## config.mk

```make
export PLATFORM = sky130hd
export DESIGN_NAME = extended_subtractor_seq
export DESIGN_NICKNAME = d
export VERILOG_FILES = /design/src/rtl/extended_subtractor_seq.sv
export SDC_FILE = /design/constraint.sdc
export NUM_CORES = 1
export LEC_CHECK = 0
export CORE_MARGIN = 5
export CORE_UTILIZATION = 48
export CTS_BUF_LIST = sky130_fd_sc_hd__clkbuf_4
export CTS_CLUSTER_DIAMETER = 50
export DETAILED_ROUTE_END_ITERATION = 6
export PLACE_DENSITY = 0.79
export SKIP_LAST_GASP = 1
export SYNTH_ARGS = -nofsm -noshare
export SYNTH_HDL_FRONTEND = slang
export SYNTH_SLANG_ARGS = --single-unit
```

## constraint.sdc

```tcl
create_clock -name clk -period 4.5 [get_ports clk]
set_input_delay 0.675 -clock clk [delete_from_list [all_inputs] [get_ports clk]]
set_output_delay 0.675 -clock clk [all_outputs]
set_load 0.02 [all_outputs]
```

## src/rtl/extended_subtractor_seq.sv

```systemverilog
// Multi-cycle unsigned subtractor: diff = a - b, one LIMB_W-bit limb per clock through a
// registered borrow chain. Define EXTSUB_OVF_EN to add the signed-overflow output ovf.
module extended_subtractor_seq #(
  parameter int unsigned WIDTH  = 128,
  parameter int unsigned LIMB_W = 32
) (
  input  logic             clk,
  input  logic             rst_n,
  input  logic             in_valid,
  output logic             in_ready,
  input  logic [WIDTH-1:0] a,
  input  logic [WIDTH-1:0] b,
  output logic             out_valid,
  input  logic             out_ready,
  output logic [WIDTH-1:0] diff,
  output logic             borrow,
  output logic             zero,
  output logic             busy
`ifdef EXTSUB_OVF_EN
  ,
  output logic             ovf
`endif
);

  localparam int unsigned NUM_LIMBS = WIDTH / LIMB_W;
  localparam int unsigned CNT_W     = (NUM_LIMBS > 1) ? $clog2(NUM_LIMBS) : 1;
  localparam logic [CNT_W-1:0] LastLimb = CNT_W'(NUM_LIMBS - 1);

  if ((WIDTH % LIMB_W) != 0) begin : g_bad_width
    $error("WIDTH must be an integer multiple of LIMB_W");
  end

  typedef enum logic [1:0] {StIdle, StRun, StDone} state_e;

  state_e           state_q;
  logic [WIDTH-1:0] a_q, b_q;
  logic [CNT_W-1:0] cnt_q;
  logic             bchain_q;
  logic             nz_q;     // any limb of the running result was non-zero

  logic [LIMB_W-1:0] a_limb, b_limb, d_limb;
  logic [LIMB_W:0]   limb_sub;
  logic              limb_br;

  always_comb begin
    a_limb   = a_q[cnt_q*LIMB_W +: LIMB_W];
    b_limb   = b_q[cnt_q*LIMB_W +: LIMB_W];
    limb_sub = {1'b0, a_limb} - {1'b0, b_limb} - (LIMB_W + 1)'(bchain_q);
    d_limb   = limb_sub[LIMB_W-1:0];
    limb_br  = limb_sub[LIMB_W];
  end

  always_ff @(posedge clk or negedge rst_n) begin
    if (!rst_n) begin
      state_q   <= StIdle;
      a_q       <= '0;
      b_q       <= '0;
      cnt_q     <= '0;
      bchain_q  <= 1'b0;
      nz_q      <= 1'b0;
      in_ready  <= 1'b1;
      out_valid <= 1'b0;
      diff      <= '0;
      borrow    <= 1'b0;
      zero      <= 1'b0;
      busy      <= 1'b0;
`ifdef EXTSUB_OVF_EN
      ovf       <= 1'b0;
`endif
    end else begin
      unique case (state_q)
        StIdle: begin
          // in_ready is always 1 here, so in_valid alone is the accept condition
          if (in_valid) begin
            a_q      <= a;
            b_q      <= b;
            cnt_q    <= '0;
            bchain_q <= 1'b0;
            nz_q     <= 1'b0;
            in_ready <= 1'b0;
            busy     <= 1'b1;
            state_q  <= StRun;
          end
        end
        StRun: begin
          diff[cnt_q*LIMB_W +: LIMB_W] <= d_limb;
          bchain_q <= limb_br;
          nz_q     <= nz_q | (d_limb != '0);
          cnt_q    <= cnt_q + CNT_W'(1);
          if (cnt_q == LastLimb) begin
            borrow    <= limb_br;
            zero      <= !(nz_q || (d_limb != '0));
            out_valid <= 1'b1;
`ifdef EXTSUB_OVF_EN
            // the last limb's MSB is the result sign bit
            ovf       <= (a_q[WIDTH-1] != b_q[WIDTH-1]) && (d_limb[LIMB_W-1] != a_q[WIDTH-1]);
`endif
            state_q   <= StDone;
          end
        end
        StDone: begin
          if (out_ready) begin
            out_valid <= 1'b0;
            in_ready  <= 1'b1;
            busy      <= 1'b0;
            state_q   <= StIdle;
          end
        end
        default: state_q <= StIdle;
      endcase
    end
  end

endmodule

```

### Word level (Yosys, flattened, before mapping)

Index checks and enable logic that the tools add are counted.

* logic and storage cells: 57
* input bits: 260
* flip-flop bits (word level): 395

* reduce and logical (&&, ||, !) cells: 13
* add/subtract/negate cells: 4
* eq/ne operators: 6
* multiplexer cells: 17
* shifts and indexed selects: 4
* bitwise operators: 1

Operators with widths (count)
* $shiftx A128 B8 Y32: 2
* $bwmux W128: 1
* $shift A32 B34 Y128 const A: 1
* $shiftx A32 B34 Y128: 1
* $neg A7 Y34: 1
* $sub A32 B32 Y33: 1
* $sub A33 B1 Y33: 1
* $reduce_bool A32 Y1: 1
* $pmux W1 S2: 5
* $reduce_and A3 Y1: 3
* $mux W2: 4
* $ne A2 B2 Y1 const B: 3
* $pmux W2 S3: 1
* $reduce_and A2 Y1: 3
* $reduce_bool A2 Y1: 3
* $mux W1: 5
* $eq A2 B2 Y1 const B: 2
* $pmux W2 S2: 1
* $add A2 B1 Y2 const B: 1
* $eq A2 B1 Y1 const B: 1
* $logic_not A2 Y1: 1
* $logic_not A1 Y1: 1
* $logic_or A1 B1 Y1: 1
* $or A1 B1 Y1: 1

### Depth between registers and ports, before layout

* depth in word-level cells: 6
* gate-level depth with buffers: 18
* mapped depth without buffers: 14

### Least setup slack after synthesis

Ideal clock, no wire load.

* path type: flip-flop to flip-flop
* start: register cnt_q[0]
* end: register nz_q
* required time: 4.367 ns
* path buffers: 3
* path slack: -0.437 ns
* library setup time: 0.133 ns
* arrival: 4.804 ns
* period minus slack after synthesis: 4.937 ns
* stages on the path, launching flop included: 16
* cells stage by stage: dfrtp_1 clkbuf_1 buf_1 buf_1 mux4_2 fa_1 fa_1 nor3b_2 o21a_2 a21oi_1 o2111a_2 o21ba_2 a311oi_1 and4_1 nand4_1 o2bb2ai_1

* longest elaborated chain between the ends: 6

RTL lines
* start, declared: line 37 `logic [CNT_W-1:0] cnt_q;`
* start signal, assigned: line 89 `cnt_q <= cnt_q + CNT_W'(1);`
* $shiftx A128 B8 Y32, on equally long branches: line 46, 47
* $sub A32 B32 Y33 (*): line 48 `limb_sub = {1'b0, a_limb} - {1'b0, b_limb} - (LIMB_W + 1)'(bchain_q);`
* $sub A33 B1 Y33 (*): line 48
* $reduce_bool A32 Y1 (*): line 88 `nz_q <= nz_q | (d_limb != '0);`
* $or A1 B1 Y1 (*): line 88
* $pmux W1 S2 (*): line 71 `unique case (state_q)`
* end signal, assigned: line 88
* end, declared: line 39 `logic nz_q;`

Every way passes the cells marked *; elsewhere a longest branch is shown, timed or not.
A chain may end at the register's enable or synchronous reset.

### Final worst setup path

Same ends and word-level chain as after synthesis.

==> impl_metrics.toml <==
[logic_synthesis]
avgSynthCellArea_um2 = 12.8
synth_seq_cells = 395
synth_top_area_share_pct = 51.8
synthesis.area_um2 = 19000
syn_inst = 1488
synthTopCellsByArea = "dfrtp_1 52%, mux2_2 15%, mux4_2 7.5%"
synth_top_area_cell = "dfrtp_1"
ys_seq_area_share_pct = 52.0
synth_common_cells = "394 x dfrtp_1, 256 x mux2_2, 104 x inv_1, 99 x nand2_1"
syn_nets = 1816
yosysMostFrequentCell = "dfrtp_1"
synth_edf_count = 0
synth_cell_type_count = 73
async_flop_share_pct = 100
synthFlopType = "dfrtp_1"
ys_warn_count = 0

[detailed_routing]
drc = 0
vias = 14200
routedWlPerCell_um = 21.2
ant_nets = 0
routed_wirelength_um = 54500
vias_per_cell = 5.54
firstDrtPassIters = 4
drtIter0Drc = 777

[cells_and_area]
design_area_um2 = 25300
drive_gt1_share_pct = 27.8
nNetsFinal = 2303
final_cells = 2569
area_growth_pct = 33.1

[floorplanning]
ios = 393
die-area_um2 = 43700
coreArea_um2 = 39500
die_w_um = 209
initial_core_util_pct = 48.2
die_y_um = 209
rows = 73

[grt]
grt_overflow = 0
grt_pass1_vias = 15200
grt_pass1_wl_um = 85600
antenna_found_initial = 6
grt_max_degree = 104
grt_usage_pct = 24.8

[timing]
worstMarginPinSlew_ns = 0.992
finalCriticalPeriod_ns = 4.43
skew_ns = 0.0615
max_freq_ghz = 0.226
hold_violations = 0
fin_crit_sh_pct = 98.5
maxSlewViolCount = 0
relSlewSlack_pct = 33.4
finalSetupViolations = 0

[worst_setup_path]
crit_top_cell = "ha_1"
crit_chain = "clkbuf_4 > buf_4 > mux4_2 > ha_1 > inv_1 > ha_1 > a21oi_1 > o21ai_1 > a21o_1 > or3_1 > a211oi_1 > nand4b_1 > nor4_4 > nand4_1 > o2bb2ai_1"
cpPeakStageDelay_ns = 0.51
regToRegEndpoint = "nz_q"
path_max_fanout = 6
r2r_slack_ns = 0.07
r2r-start = "cnt_q[0]"
cp_top_family = "compound AO/OA/AOI/OAI gates"
worstPathRequired_ns = 5.17
path_class = "reg -> reg"
r2r_cells = 15
cp_slowest_cell = "mux4_2"
crit_buf_inv = 3
start_kind = "flip-flop"
cp.arrival_ns = 5.10
crit_path_end_kind = "flip-flop"

[clock_tree]
clk_pin_slew_worst_paths_ns = 0.08
clkLatencyLatePin_ns = 0.82
numCtsBuffers = 99
clock_path_buffers = 3
root_buffer = "clkbuf_4"
cts_tree = "done"
cts_sinks = 395
cts_max_level = 3

[run_status]
outcome = "finished, final reports clean"

[placement]
portBuffers = 392
place_area_um2 = 24000
gp_congestion = 0.910
dp.cells = 2391
hpwlAfterDp_um = 41500

[run]
drv_cap = 0

[min_path]
worstHoldPathType = "in -> async"
-- routing by layer --
metal,track usage [%],routed length [um]
met4,7.81,1070
met2,40.3,26500
met5,0,13
met3,6.46,4340
met1,32.8,22600
-- through the flow --
step / worst slack (ns) / util, % / TNS, ns / hold slack (ns)
floorplan: 0.00606 / - / 0 / 0.379
global placement: 0.124 / 60.7 / 0 / 0.460
detailed placement: 0.00739 / 60.7 / 0 / 0.474
CTS: 0.103 / 64.0 / 0 / 0.368
global route: -0.0398 / 64.2 / -0.0398 / 0.398
finish: 0.0659 / 64.2 / 0 / 0.466
-- placed cells by master, fill, tap and decap left out, drive strengths merged, types with 66 or more instances in the layout --
cell type / count
clkbuf: 136
clkdlybuf4s50: 391
ha: 66
buf: 75
o21ai: 83
a22o: 78
dfrtp: 394
nand2: 99
inv: 104
mux2: 256
-- flip-flops by register name, indices dropped and copies added, names as in the netlist --
signal,flops
state_q,2
borrow,1
zero,1
a_q,128
in_ready,1
b_q,128
diff,128
cnt_q,2
busy,1
out_valid,1
nz_q,1
bchain_q,1
-- cells by family (layout without fill, tap and decap cells) --
group	count (synthesis)	after routing	synth area share, %
buf+inv	187	738	3.72
flops	395	395	52.0
compound gates	282	282	10.5
mux	325	325	22.9
xor+xnor	16	16	0.737
other cells	0	5	0
simple gates	215	215	5.53
fa+ha+maj	68	68	4.55
-- how the worst max path moves through the flow --
stage / depth (start not counted) / slack (ns) / to / from
6_report: 15 / 0.07 / nz_q / cnt_q[0]
5_1_grt: 15 / -0.04 / nz_q / cnt_q[0]
4_1_cts: 14 / 0.10 / nz_q / cnt_q[0]
3_5_place_dp: 14 / 0.007 / nz_q / cnt_q[0]
3_3_place_gp: 14 / 0.12 / nz_q / cnt_q[0]
2_1_floorplan: 18 / 0.006 / nz_q / cnt_q[0]
-- final cells by class --
cell class / instances / area [um^2]
diodes: 5 / 12.5
fillers: 3016 / 14100
inverters: 105 / 394
repair buffers: 468 / 4680
multi-input cells: 906 / 8460
flip-flops and latches: 395 / 9890
clock inverters: 30 / 208
well taps: 525 / 657
clock buffers: 135 / 1010
-- timing repair --
item                                    in CTS  in global routing
gates resized for setup                      0                  5
buffers inserted                             3                  4
endpoints found under the setup margin       1                  2
hold buffers                                 1                  0
pin swaps                                    0                  1
endpoints found under the hold margin       81                  0
-- worst register-to-register path, stage by stage, from the launching register on --
cell and delay [ns]:
dfrtp_4 0.45, clkbuf_4 0.21, buf_4 0.17, mux4_2 0.51, ha_1 0.29, inv_1 0.04, ha_1 0.38, a21oi_1 0.28
o21ai_1 0.17, a21o_1 0.22, or3_1 0.37, a211oi_1 0.36, nand4b_1 0.24, nor4_4 0.26, nand4_1 0.16, o2bb2ai_1 0.17
Power is not shown: default switching activity piles up to over one toggle a cycle in this logic, so the estimate is an artifact.
